$ cat config.mk
export PLATFORM = sky130hd
export DESIGN_NAME = imem_fetch_ctrl
export DESIGN_NICKNAME = d
export VERILOG_FILES = /design/src/rtl/imem_fetch_ctrl_pkg.sv /design/src/rtl/imem_fetch_ctrl_fetch_fifo.sv /design/src/rtl/imem_fetch_ctrl.sv
export SDC_FILE = /design/constraint.sdc
export NUM_CORES = 1
export LEC_CHECK = 0
export ABC_AREA = 0
export CAP_MARGIN = 20
export CELL_PAD_IN_SITES_DETAIL_PLACEMENT = 0
export CELL_PAD_IN_SITES_GLOBAL_PLACEMENT = 1
export CORE_MARGIN = 5
export CORE_UTILIZATION = 40
export DETAILED_ROUTE_END_ITERATION = 10
export HOLD_SLACK_MARGIN = 0.12
export PLACE_DENSITY = 0.81
export SLEW_MARGIN = 0
export SYNTH_ARGS = -nofsm -noshare
export SYNTH_HDL_FRONTEND = slang
export SYNTH_HIERARCHICAL = 1
export SYNTH_SLANG_ARGS = --single-unit
$ cat constraint.sdc
create_clock -name clk -period 9.4 [get_ports clk]
set_input_delay 1.88 -clock clk [delete_from_list [all_inputs] [get_ports clk]]
set_output_delay 1.88 -clock clk [all_outputs]
set_load 0.005 [all_outputs]
$ cat src/rtl/imem_fetch_ctrl_pkg.sv
// Shared defaults and fetch FSM encodings for the instruction fetch controller.
// Latency: none (declarations only).
// Backpressure: n/a.
package imem_fetch_ctrl_pkg;

    localparam int unsigned WIDTH_DEF      = 32;
    localparam int unsigned IMEM_LEN_DEF   = 1024;
    localparam int unsigned RESET_PC_DEF   = 0;
    localparam int unsigned FIFO_DEPTH_DEF = 2;

    typedef enum logic [1:0] {
        FS_BOOT  = 2'd0,
        FS_FETCH = 2'd1,
        FS_FAULT = 2'd2
    } fstate_e;

    // Instructions are 32-bit words; any PC with low bits set cannot be fetched.
    function automatic logic word_aligned(input logic [1:0] lsb);
        return lsb == 2'b00;
    endfunction

endpackage

$ cat src/rtl/imem_fetch_ctrl_fetch_fifo.sv
// Prefetch FIFO between the fetch stage and decode; synchronous push/pop/flush.
// Latency: a pushed entry is at the head the cycle after the push edge.
// Backpressure: push is dropped when full unless a pop happens in the same cycle; flush wins over push.
module fetch_fifo #(
    parameter int unsigned DW    = 64,
    parameter int unsigned DEPTH = 2
) (
    input  logic          clk,
    input  logic          rst_n,
    input  logic          push,
    input  logic [DW-1:0] push_dat,
    input  logic          pop,
    input  logic          flush,
    output logic          full,
    output logic          empty,
    output logic [DW-1:0] head
);
    localparam int unsigned AW = $clog2(DEPTH);
    localparam logic [AW:0] PTR_ONE = {{AW{1'b0}}, 1'b1};

    logic [AW:0]   wr_ptr_q, wr_ptr_d;
    logic [AW:0]   rd_ptr_q, rd_ptr_d;
    logic [DW-1:0] mem_q [DEPTH];
    logic          do_push;
    logic          do_pop;

    // Pointers carry one extra wrap bit so equal indices can mean either full or empty.
    assign empty   = (wr_ptr_q == rd_ptr_q);
    assign full    = (wr_ptr_q[AW] != rd_ptr_q[AW]) && (wr_ptr_q[AW-1:0] == rd_ptr_q[AW-1:0]);
    assign do_pop  = pop && !empty;
    assign do_push = push && !flush && (!full || do_pop);
    assign head    = mem_q[rd_ptr_q[AW-1:0]];

    // Next pointer values; a flush empties the FIFO regardless of push/pop.
    always_comb begin
        wr_ptr_d = wr_ptr_q;
        rd_ptr_d = rd_ptr_q;
        if (flush) begin
            wr_ptr_d = '0;
            rd_ptr_d = '0;
        end else begin
            if (do_push) wr_ptr_d = wr_ptr_q + PTR_ONE;
            if (do_pop)  rd_ptr_d = rd_ptr_q + PTR_ONE;
        end
    end

    // Pointer registers, cleared asynchronously so nothing survives a reset.
    always_ff @(posedge clk or negedge rst_n) begin
        if (!rst_n) begin
            wr_ptr_q <= '0;
            rd_ptr_q <= '0;
        end else begin
            wr_ptr_q <= wr_ptr_d;
            rd_ptr_q <= rd_ptr_d;
        end
    end

    // Storage needs no reset: entries are only visible between valid pointers.
    always_ff @(posedge clk) begin
        if (do_push) mem_q[wr_ptr_q[AW-1:0]] <= push_dat;
    end

endmodule

$ cat src/rtl/imem_fetch_ctrl.sv
// Instruction fetch controller: owns the fetch PC, reads imem, queues {inst, pc} for decode.
// Latency: first instruction valid 2 cycles after reset release; 1 instr/cycle steady state.
// Backpressure: fetch stalls while the prefetch FIFO is full and decode is not popping.
module imem_fetch_ctrl
    import imem_fetch_ctrl_pkg::*;
#(
    parameter int unsigned WIDTH      = WIDTH_DEF,
    parameter int unsigned IMEM_LEN   = IMEM_LEN_DEF,
    parameter int unsigned RESET_PC   = RESET_PC_DEF,
    parameter int unsigned FIFO_DEPTH = FIFO_DEPTH_DEF
) (
    input  logic             clk,
    input  logic             rst_n,
    output logic [WIDTH-3:0] imem_add,
    input  logic [WIDTH-1:0] imem_data,
    input  logic             redirect_valid,
    input  logic [WIDTH-1:0] redirect_pc,
    output logic             inst_valid,
    input  logic             inst_ready,
    output logic [WIDTH-1:0] inst,
    output logic [WIDTH-1:0] inst_pc,
    output logic             fault,
    output logic [WIDTH-1:0] fault_pc
);
    localparam logic [WIDTH-1:0] IMEM_LEN_W = WIDTH'(IMEM_LEN);
    localparam logic [WIDTH-1:0] RESET_PC_W = WIDTH'(RESET_PC);
    localparam logic [WIDTH-1:0] PC_STEP    = WIDTH'(4);

    fstate_e          state_q, state_d;
    logic [WIDTH-1:0] fpc_q, fpc_d;
    logic             fault_q, fault_d;
    logic [WIDTH-1:0] fault_pc_q, fault_pc_d;

    logic               fifo_full;
    logic               fifo_empty;
    logic [2*WIDTH-1:0] fifo_head;
    logic               fifo_push;
    logic               fifo_flush;
    logic               pop;
    logic               fire;

    assign imem_add   = fpc_q[WIDTH-1:2];
    assign inst_valid = !fifo_empty;
    assign inst       = fifo_head[2*WIDTH-1:WIDTH];
    assign inst_pc    = fifo_head[WIDTH-1:0];
    assign fault      = fault_q;
    assign fault_pc   = fault_pc_q;

    assign pop  = inst_valid && inst_ready;
    // A slot frees up this cycle either because the FIFO has room or decode is taking the head.
    assign fire = (state_q == FS_FETCH) && (!fifo_full || pop);

    // Next-state: redirect beats everything; a BOOT-cycle redirect lands on the BOOT->FETCH edge.
    always_comb begin
        state_d    = state_q;
        fpc_d      = fpc_q;
        fault_d    = fault_q;
        fault_pc_d = fault_pc_q;
        fifo_push  = 1'b0;
        fifo_flush = 1'b0;
        if (redirect_valid) begin
            fifo_flush = 1'b1;
            if (word_aligned(redirect_pc[1:0])) begin
                fpc_d   = redirect_pc;
                fault_d = 1'b0;
                state_d = FS_FETCH;
            end else begin
                fault_pc_d = redirect_pc;
                fault_d    = 1'b1;
                state_d    = FS_FAULT;
            end
        end else begin
            case (state_q)
                FS_BOOT: begin
                    state_d = FS_FETCH;
                end
                FS_FETCH: begin
                    if (fire) begin
                        if (fpc_q < IMEM_LEN_W) begin
                            fifo_push = 1'b1;
                            fpc_d     = fpc_q + PC_STEP;
                        end else begin
                            fault_pc_d = fpc_q;
                            fault_d    = 1'b1;
                            state_d    = FS_FAULT;
                        end
                    end
                end
                FS_FAULT: begin
                    state_d = FS_FAULT;
                end
                default: begin
                    state_d = FS_BOOT;
                end
            endcase
        end
    end

    // FSM, fetch PC and registered fault outputs.
    always_ff @(posedge clk or negedge rst_n) begin
        if (!rst_n) begin
            state_q    <= FS_BOOT;
            fpc_q      <= RESET_PC_W;
            fault_q    <= 1'b0;
            fault_pc_q <= '0;
        end else begin
            state_q    <= state_d;
            fpc_q      <= fpc_d;
            fault_q    <= fault_d;
            fault_pc_q <= fault_pc_d;
        end
    end

    fetch_fifo #(
        .DW    (2 * WIDTH),
        .DEPTH (FIFO_DEPTH)
    ) u_fetch_fifo (
        .clk      (clk),
        .rst_n    (rst_n),
        .push     (fifo_push),
        .push_dat ({imem_data, fpc_q}),
        .pop      (pop),
        .flush    (fifo_flush),
        .full     (fifo_full),
        .empty    (fifo_empty),
        .head     (fifo_head)
    );

endmodule

==> results of run 1 <==
## worst min-delay path, stage by stage (launching register included)
cell	delay, ns
sky130_fd_sc_hd__dfrtp_1	0.35
sky130_fd_sc_hd__nand2_1	0.05
sky130_fd_sc_hd__o21ai_0	0.06
## per-stage QoR
stage          setup WS [ns]  hold WS, ns  utilization (%)  area, sq um
6_report               4.419       0.4886            52.47        11030
5_1_grt                4.150       0.5128            52.47        11030
4_1_cts                4.436       0.4935            52.42        11020
3_5_place_dp           3.980       0.4751            49.91        10490
3_3_place_gp           4.110       0.4662            49.91        10490
2_1_floorplan         0.9737       0.4549                -         8532
## metal layers
| layer | part of all wire [%] | global-route usage (%) | vias to the layer above |
|---|---|---|---|
| li1 | - | - | 2603 |
| met1 | 43 | 23.40 | 2765 |
| met2 | 49 | 27.57 | 212 |
| met3 | 7.0 | 4.189 | 19 |
| met4 | 0.98 | 4.293 | 0 |
| met5 | 0 | 0 | - |
## synth_stat cells (2+ instances only)
cell                        number  share of area [%]
sky130_fd_sc_hd__nand2b_1        2               0.15
sky130_fd_sc_hd__o211ai_1        5               0.44
sky130_fd_sc_hd__o2bb2ai_1       6               0.62
sky130_fd_sc_hd__a311oi_1        2               0.21
sky130_fd_sc_hd__nand3_1        25                1.5
sky130_fd_sc_hd__ha_1            3               0.44
sky130_fd_sc_hd__buf_6           2               0.26
sky130_fd_sc_hd__a211o_1         3               0.31
sky130_fd_sc_hd__nand2_1        51                2.2
sky130_fd_sc_hd__a21boi_0        4               0.35
sky130_fd_sc_hd__nor3b_1         3               0.26
sky130_fd_sc_hd__dfrtp_1        71                 21
sky130_fd_sc_hd__nor2_1         15               0.66
sky130_fd_sc_hd__a21oi_1        16               0.94
sky130_fd_sc_hd__nand4_1         5               0.37
sky130_fd_sc_hd__o2111ai_1       3               0.31
sky130_fd_sc_hd__nor4_1          9               0.66
sky130_fd_sc_hd__buf_4          32                2.8
sky130_fd_sc_hd__inv_1          18               0.79
sky130_fd_sc_hd__a31oi_1         4               0.29
sky130_fd_sc_hd__buf_2          13               0.76
sky130_fd_sc_hd__edfxtp_1      128                 45
sky130_fd_sc_hd__or3_1           3               0.22
sky130_fd_sc_hd__and4_1          2               0.21
sky130_fd_sc_hd__mux2_2         65                8.6
sky130_fd_sc_hd__clkbuf_1       16               0.70
sky130_fd_sc_hd__nor3_1          5               0.29
sky130_fd_sc_hd__o21ai_0        51                3.0
sky130_fd_sc_hd__mux2i_1        32                3.8
sky130_fd_sc_hd__and2_1          3               0.22
sky130_fd_sc_hd__o211a_1         2               0.23
sky130_fd_sc_hd__and3_1          6               0.44
## worst paths after layout
check                                                      from                              endpoint  cells past startpoint
hold reg to reg                         fault_pc[5]$_DFFE_PN0P_               fault_pc[5]$_DFFE_PN0P_                      2
setup reg to reg           u_fetch_fifo/rd_ptr_q[0]$_DFFE_PN0P_    u_fetch_fifo/mem_q[1][2]$_DFFE_PP_                      9
hold / removal                          fault_pc[5]$_DFFE_PN0P_               fault_pc[5]$_DFFE_PN0P_                      2
min in group asynchronous                                 rst_n              fault_pc[20]$_DFFE_PN0P_                      2
max in group asynchronous                                 rst_n  u_fetch_fifo/rd_ptr_q[0]$_DFFE_PN0P_                      2
setup / recovery                                 redirect_valid    u_fetch_fifo/mem_q[1][2]$_DFFE_PP_                      7
## sequential cells by signal, indices dropped and copies added (netlist names)
register / flops
u_fetch_fifo/mem_q: 128
fault_pc: 32
fpc_q: 32
state_q: 2
u_fetch_fifo/rd_ptr_q: 2
u_fetch_fifo/wr_ptr_q: 2
fault: 1
## cell type report
| class | instances | area [sq um] |
|---|---|---|
| Inverter | 19 | 71.32 |
| Tap cell | 275 | 344.1 |
| Clock buffer | 21 | 450.4 |
| Sequential cell | 199 | 5624 |
| Timing Repair Buffer | 200 | 1986 |
| Clock inverter | 11 | 76.32 |
| Fill cell | 1778 | 9991 |
| Multi-Input combinational cell | 343 | 2479 |
## report_power, final
| group | internal (mW) | switching [mW] | total (mW) |
|---|---|---|---|
| clock network | 0.346 | 0.307 | 0.653 |
| registers | 1.00 | 0.0965 | 1.10 |
| logic | 0.163 | 0.112 | 0.275 |
| total | 1.51 | 0.515 | 2.03 |
## layout by cell type (no fill, tap or decap), drive strengths merged, types with 5 or more instances in the layout
cell type / instances
clkdlybuf4s50: 193
edfxtp: 128
dfrtp: 71
mux2: 66
o21ai: 52
nand2: 51
mux2i: 32
nand3: 25
inv: 22
clkbuf: 21
a21oi: 16
nor2: 15
nor4: 9
buf: 7
and3: 6
o2bb2ai: 6
o211ai: 6
nor3: 5
nand4: 5
clkinv: 5
## kinds of logic after synthesis
family / count (synthesis) / synth area share [%]
buffers and inverters: 83 / 5.441
adder cells (fa/ha/maj): 3 / 0.4400
AND/OR/NAND/NOR: 134 / 7.743
AO/OA/AOI/OAI: 106 / 7.743
multiplexers: 98 / 12.47
flip-flops: 199 / 65.87
XOR/XNOR: 2 / 0.2934
==> results.json, run 1 <==
{
  "h-tree-depth": 4,
  "maxCapViolCount": 0,
  "ys_async_sr_fraction_pct": 35.68,
  "worst_setup_path_start_kind": "input port",
  "worst_path_most_repeated_cell": "sky130_fd_sc_hd__buf_4",
  "critical_path_peak_fanout": 79,
  "synthCells": 625,
  "crit_slowest_cell": "sky130_fd_sc_hd__buf_4",
  "cts_setup_buffers": 0,
  "post_synthesis_register_bit_count": 199,
  "synth_top_flop_cell": "sky130_fd_sc_hd__edfxtp_1",
  "postCtsHoldBufs": 0,
  "timing.clock.skew_ns": 0.01314,
  "antenna-diode-count": 0,
  "drcViolationCount": 0,
  "cp.buffers_inverters": 2,
  "placement.io_buffers": 195,
  "synthesis.yosys.warnings": 6,
  "worstSkewPairLatency_ns": 0.42,
  "max-slew-margin-rel_pct": 35.21,
  "achievable-frequency_ghz": 0.2008,
  "grt_setup_unrepaired": "no",
  "final_net_count": 851,
  "place_congestion": 0.7827,
  "detailed_place_hpwl_mm": 14.57,
  "initial_core_util_pct": 40.59,
  "dp.cells": 1035,
  "area_delta_synth_final_pct": 29.29,
  "cp.arrival_ns": 5.03,
  "netlist-cell-type-count": 52,
  "design.portCount": 196,
  "final_antenna_net_count": 0,
  "post_layout_nonfiller_instances": 1068,
  "worst_path_largest_cell_delay_ns": 0.68,
  "syn-cell-area_sq_mm": 0.008532,
  "p_total_mw": 2.027,
  "fin_crit_share_pct": 52.99,
  "tritoncts_clock_tree": "done",
  "power-per-cell-area_mw_per_mm2": 183.7,
  "finalCriticalPeriod_ns": 4.981,
  "first_pass_grt_wire_length_mm": 32.38,
  "final_routed_wirelength_mm": 20.83,
  "worst-endpoint-required_ns": 9.45,
  "worst_setup_path_end_kind": "flip-flop",
  "die_ar_sq_mm": 0.02435,
  "finalSetupViolations": 0,
  "dr_total_vias": 5599,
  "global_route.overflow_total": 0,
  "route.detailed.wl_per_inst_microns": 19.50,
  "die_width_microns": 156.0,
  "grt_start_max_net_pins": 80,
  "post_route_cells_drive_above_1_share_pct": 13.87,
  "timing_max_transition_violations_final": 0,
  "clock_transition_at_the_registers_of_the_reported_paths_ns": 0.07,
  "worst_pin_slew_ns": 0.9719,
  "routed_via_count_divided_by_cell_count": 5.243,
  "grt_antenna_before_repair": 0,
  "cts.sinks": 199,
  "worstSetupPathType": "in2reg",
  "synth_nets": 696,
  "grt_pass1_vias": 5688,
  "initialDrtViolationCount": 412,
  "worst_hold_path_type": "reg2reg",
  "post_cts_resize_count": 0,
  "std_cell_rows": 53,
  "final_hold_viol_count": 0,
  "cts_root_buffer": "sky130_fd_sc_hd__clkbuf_16",
  "post_synth_edffs": 128,
  "synth_sequential_area_ratio_pct": 65.87,
  "path_delay_family": "simple AND/OR/NAND/NOR gates",
  "chipHeight_microns": 156.0,
  "status": "completed",
  "grtUsageTotal_pct": 17.10,
  "finalSetupTns_ns": 0,
  "clk_path_buf_depth": 2,
  "cts_made_buffers": 17,
  "crit_chain": "buf_4 -> nor4_1 -> nand4_1 -> nor3_1 -> nand2_1 -> a211oi_4 -> buf_4",
  "reg2reg_slack_ns": 5.38,
  "cellLeakagePower_nw": 4.051,
  "vdd.ir_drop.worst_mv": 0.1090,
  "floorplan.core_area_sq_mm": 0.02102,
  "first_pass_iters": 4,
  "postSynthAreaPerCell_sq_um": 13.65
}
No activity file was read; power rests on OpenSTA's default activity.
==> inputs of run 2 (changes only) <==
- CORE_UTILIZATION: 40 -> 37
- PLACE_DENSITY: 0.81 -> 0.79
- clock period: 9.4 -> 4.2 ns (I/O delays scaled with it)
==> results.json, run 2 (synthesis results as in run 1) <==
{
  "crit_chain": "buf_4 -> mux2_2 -> clkdlybuf4s50_1",
  "groute.layer.met2.usage_pct": 26.18,
  "clk_path_buf_depth": 2,
  "global_route.overflow_total": 0,
  "post_layout_nonfiller_instances": 1090,
  "initial_core_util_pct": 37.68,
  "finalSetupViolations": 0,
  "dr_total_vias": 5561,
  "grt_antenna_before_repair": 0,
  "die_ar_sq_mm": 0.02620,
  "final_cell_mix": "sky130_fd_sc_hd__clkdlybuf4s50_1 (193), sky130_fd_sc_hd__edfxtp_1 (128), sky130_fd_sc_hd__dfrtp_1 (70), sky130_fd_sc_hd__mux2_2 (65)",
  "final_hold_viol_count": 0,
  "cp.arrival_ns": 2.65,
  "detailed_place_hpwl_mm": 14.51,
  "placement.io_buffers": 195,
  "place_congestion": 0.7700,
  "worst_setup_path_end_kind": "output pin",
  "final_routed_wirelength_mm": 20.96,
  "dp.cells": 1057,
  "final_antenna_net_count": 0,
  "routed_via_count_divided_by_cell_count": 5.102,
  "critical_path_peak_fanout": 48,
  "largest_register_ff_count": 128,
  "globalRouteMet3Util_pct": 3.603,
  "cts.sinks": 199,
  "worst_path_largest_cell_delay_ns": 0.67,
  "chipHeight_microns": 161.9,
  "worst_setup_path_start_kind": "flip-flop",
  "first_pass_iters": 4,
  "first_pass_grt_wire_length_mm": 32.94,
  "grt_util_met1_pct": 21.96,
  "finalCriticalPeriod_ns": 3.490,
  "place_area_sq_mm": 0.01060,
  "grt_setup_unrepaired": "no",
  "floorplan.core_area_sq_mm": 0.02264,
  "achievable-frequency_ghz": 0.2865,
  "cellLeakagePower_nw": 4.153,
  "worst-endpoint-required_ns": 3.36,
  "max-slew-margin-rel_pct": 41.72,
  "cts_setup_buffers": 0,
  "reg2reg_slack_ns": 1.03,
  "vdd.ir_drop.worst_mv": 0.2079,
  "grt_start_max_net_pins": 51,
  "post_route_cells_drive_above_1_share_pct": 15.03,
  "worstSetupPathType": "reg2out",
  "antenna-diode-count": 0,
  "std_cell_rows": 55,
  "timing.clock.skew_ns": 0.01306,
  "clock_transition_at_the_registers_of_the_reported_paths_ns": 0.07,
  "fin_worst_hold_slack_ns": 0.4414,
  "power-per-cell-area_mw_per_mm2": 423.5,
  "tritoncts_clock_tree": "done",
  "fin_crit_share_pct": 83.10,
  "design.portCount": 196,
  "grt_pass1_vias": 5584,
  "die_width_microns": 161.9,
  "post_cts_resize_count": 0,
  "peak_usage_layer_in_the_global_routing_report": "met2",
  "cts_root_buffer": "sky130_fd_sc_hd__clkbuf_16",
  "area_delta_synth_final_pct": 31.69,
  "crit_slowest_cell": "sky130_fd_sc_hd__dfrtp_4",
  "status": "completed",
  "worst_pin_slew_ns": 0.8676,
  "grtUsageTotal_pct": 16.07,
  "maxCapViolCount": 0,
  "final_common_cell": "sky130_fd_sc_hd__clkdlybuf4s50_1",
  "postLayoutCellArea_sq_mm": 0.01124,
  "postCtsHoldBufs": 0,
  "initialDrtViolationCount": 372,
  "h-tree-depth": 4,
  "worst_hold_path_type": "in2async",
  "finalSetupTns_ns": 0,
  "worstSkewPairLatency_ns": 0.43,
  "final_net_count": 863,
  "cts_made_buffers": 17,
  "drcViolationCount": 0,
  "timing_max_transition_violations_final": 0,
  "route.detailed.wl_per_inst_microns": 19.23
}
[run 2: cell types whose count changed in the layout (fill, tap and decap cells not counted), sizes merged]
| cell | before | now |
|---|---|---|
| buf | 7 | 19 |
| bufinv | 0 | 4 |
| clkinv | 5 | 2 |
| inv | 22 | 21 |
[run 2: layout make-up]
type                            instances  area [sq um]
Multi-Input combinational cell        343          2485
Clock buffer                           21         440.4
Timing Repair Buffer                  212          2087
Clock inverter                         11         171.4
Fill cell                            1977         11400
Inverter                               19         71.32
Tap cell                              285         356.6
Sequential cell                       199          5624
[run 2: worst max-delay path, delay by kind of cell (launching register included)]
family | cells | cell delay (ns)
buffers and inverters | 2 | 1.09
flip-flops | 1 | 0.67
multiplexers | 1 | 0.44
[run 2: path summary, 6_finish.rpt]
path | cells after the start | to | start
max | 3 | inst_pc[12] | u_fetch_fifo/rd_ptr_q[0]$_DFFE_PN0P_
min | 1 | fault_pc[6]$_DFFE_PN0P_ | rst_n
max reg2reg | 6 | u_fetch_fifo/mem_q[1][58]$_DFFE_PP_ | fpc_q[13]$_DFFE_PN0P_
min reg2reg | 2 | fault$_DFFE_PN0P_ | fault$_DFFE_PN0P_
max in group asynchronous | 2 | fpc_q[3]$_DFFE_PN0P_ | rst_n
min in group clk | 2 | fault$_DFFE_PN0P_ | fault$_DFFE_PN0P_
[run 2: per-layer routing]
metal  share of wire [%]  vias up
met1                  45     2749
met2                  49      183
met4                 1.1        0
li1                    -     2615
met5                   0        -
met3                 5.0       14
[run 2: power breakdown]
part	leakage, nW	switching (mW)	internal [mW]
Combinational	1.83	0.255	0.372
Clock	0.287	0.701	1.00
Sequential	2.03	0.187	2.24
[run 2: metrics by stage]
step / worst slack [ns] / power [mW] / util (%)
finish: 0.7097 / 4.758 / 49.63
global route: 0.5956 / 4.975 / 49.63
CTS: 0.6488 / 4.809 / 49.54
detailed placement: 0.5514 / 3.102 / 46.84
global placement: 0.6053 / 3.091 / 46.84
floorplan: 0.02782 / 2.710 / -
==> inputs of run 3 (changes only) <==
- clock period: 4.2 -> 2.9 ns (I/O delays scaled with it)
==> results.json, run 3 (synthesis results as in run 1) <==
{
  "status": "completed",
  "finalCriticalPeriod_ns": 2.690,
  "grt_setup_unrepaired": "no",
  "worst_hold_path_type": "in2async",
  "tritoncts_clock_tree": "done",
  "critical_path_peak_fanout": 73,
  "detailed_place_hpwl_mm": 14.58,
  "grt_pass1_vias": 5626,
  "power.share.clock_pct": 35.5,
  "clk_path_buf_depth": 2,
  "final_routed_wirelength_mm": 21.11,
  "internal_power_mw": 5.200,
  "dp.cells": 1070,
  "fin_worst_hold_slack_ns": 0.2332,
  "power-per-cell-area_mw_per_mm2": 608.2,
  "sequential_cell_fraction_of_total_power_pct": 50.0,
  "cts_root_buffer": "sky130_fd_sc_hd__clkbuf_16",
  "route.detailed.wl_per_inst_microns": 19.14,
  "drcViolationCount": 0,
  "cp.arrival_ns": 2.11,
  "timing.clock.skew_ns": 0.01702,
  "grtUsageTotal_pct": 16.15,
  "placement.io_buffers": 195,
  "worst-endpoint-required_ns": 2.32,
  "worstSetupPathType": "reg2out",
  "floorplan.core_area_sq_mm": 0.02264,
  "first_pass_grt_wire_length_mm": 33.02,
  "post_layout_nonfiller_instances": 1103,
  "worst_setup_path_start_kind": "flip-flop",
  "final_common_cell": "sky130_fd_sc_hd__clkdlybuf4s50_1",
  "initialDrtViolationCount": 282,
  "grt_start_max_net_pins": 74,
  "fin_crit_share_pct": 92.77,
  "clock_transition_at_the_registers_of_the_reported_paths_ns": 0.07,
  "finalSetupViolations": 0,
  "post_cts_resize_count": 0,
  "worstSkewPairLatency_ns": 0.43,
  "routed_via_count_divided_by_cell_count": 5.016,
  "swShare_pct": 25.02,
  "final_antenna_net_count": 0,
  "power.combinational.fraction_pct": 14.5,
  "chipHeight_microns": 161.9,
  "global_route.overflow_total": 0,
  "vdd.ir_drop.worst_mv": 0.3544,
  "max-slew-margin-rel_pct": 42.38,
  "initial_core_util_pct": 37.68,
  "p_total_mw": 6.935,
  "worst_setup_path_end_kind": "output pin",
  "final_net_count": 875,
  "p_sw_mw": 1.735,
  "postCtsHoldBufs": 0,
  "dr_total_vias": 5533,
  "h-tree-depth": 4,
  "maxCapViolCount": 0,
  "grt_antenna_before_repair": 0,
  "timing_max_transition_violations_final": 0,
  "std_cell_rows": 55,
  "cellLeakagePower_nw": 4.260,
  "area_delta_synth_final_pct": 33.64,
  "die_ar_sq_mm": 0.02620,
  "final_hold_viol_count": 0,
  "die_width_microns": 161.9,
  "place_congestion": 0.7345,
  "cts.sinks": 199,
  "first_pass_iters": 4,
  "post_route_cells_drive_above_1_share_pct": 17.26,
  "rr_worst_depth": 6,
  "worst_pin_slew_ns": 0.8643,
  "final_cell_mix": "sky130_fd_sc_hd__clkdlybuf4s50_1 (193), sky130_fd_sc_hd__edfxtp_1 (128), sky130_fd_sc_hd__dfrtp_1 (70), sky130_fd_sc_hd__mux2_2 (65), sky130_fd_sc_hd__o21ai_0 (51)",
  "design.portCount": 196,
  "cts_made_buffers": 17,
  "cts_setup_buffers": 0,
  "largest_register_ff_count": 128,
  "achievable-frequency_ghz": 0.3717
}
## run 3: changes by cell type in the layout (fill, tap and decap cells not counted), sizes merged
cell | previous run | this run
clkbuf | 21 | 17
clkinvlp | 3 | 1
clkinv | 2 | 6
buf | 19 | 31
diode | 0 | 1
bufinv | 4 | 3
inv | 21 | 24
## run 3: layout make-up
| type | count | area, sq um |
|---|---|---|
| Antenna cell | 1 | 2.502 |
| Tap cell | 285 | 356.6 |
| Timing Repair Buffer | 224 | 2227 |
| Inverter | 19 | 71.32 |
| Clock buffer | 17 | 425.4 |
| Sequential cell | 199 | 5624 |
| Multi-Input combinational cell | 343 | 2505 |
| Clock inverter | 15 | 190.2 |
| Fill cell | 1940 | 11240 |
## run 3: power by group through the flow
stage,logic (mW),clock network [mW],registers [mW]
after floorplan,0.445,0,3.48
after global placement,1.00,0,3.53
after detailed placement,1.01,0,3.53
after CTS,1.02,2.53,3.47
after global routing,1.11,2.66,3.51
final,1.00,2.46,3.47
## run 3: critical path, cell delays in order, from the launching register on
cell and delay (ns):
sky130_fd_sc_hd__dfrtp_4 0.43, sky130_fd_sc_hd__buf_12 0.36, sky130_fd_sc_hd__mux2_2 0.39, sky130_fd_sc_hd__clkdlybuf4s50_1 0.46
## run 3: metrics by stage
step / instance area, sq um / util, % / setup TNS, ns / worst slack, ns
after global placement: 10780 / 47.63 / 0 / 0.2363
after global routing: 11400 / 50.35 / 0 / 0.1117
final: 11400 / 50.36 / 0 / 0.2096
after CTS: 11400 / 50.35 / 0 / 0.1645
after floorplan: 8587 / - / -45.69 / -0.7139
after detailed placement: 10780 / 47.63 / 0 / 0.1946
## run 3: final timing paths
| kind | startpoint | end | slack (ns) |
|---|---|---|---|
| hold reg to reg | fault$_DFFE_PN0P_ | fault$_DFFE_PN0P_ | 0.48 |
| setup / recovery | u_fetch_fifo/rd_ptr_q[0]$_DFFE_PN0P_ | inst_pc[5] | 0.21 |
| max in group asynchronous | rst_n | fpc_q[24]$_DFFE_PN0P_ | 1.97 |
| min in group clk | fault$_DFFE_PN0P_ | fault$_DFFE_PN0P_ | 0.48 |
| hold / removal | rst_n | fault_pc[22]$_DFFE_PN0P_ | 0.23 |
| setup reg to reg | fpc_q[17]$_DFFE_PN0P_ | u_fetch_fifo/mem_q[1][2]$_DFFE_PP_ | 0.28 |
## run 3: per-layer routing
metal / part of all wire, % / wire (microns) / global-route usage [%]
met3: 5.0 / 1055 / 3.629
met5: 0 / 0 / 0
met1: 45 / 9543 / 22.20
met4: 0.41 / 87 / 3.460
met2: 49 / 10420 / 26.52
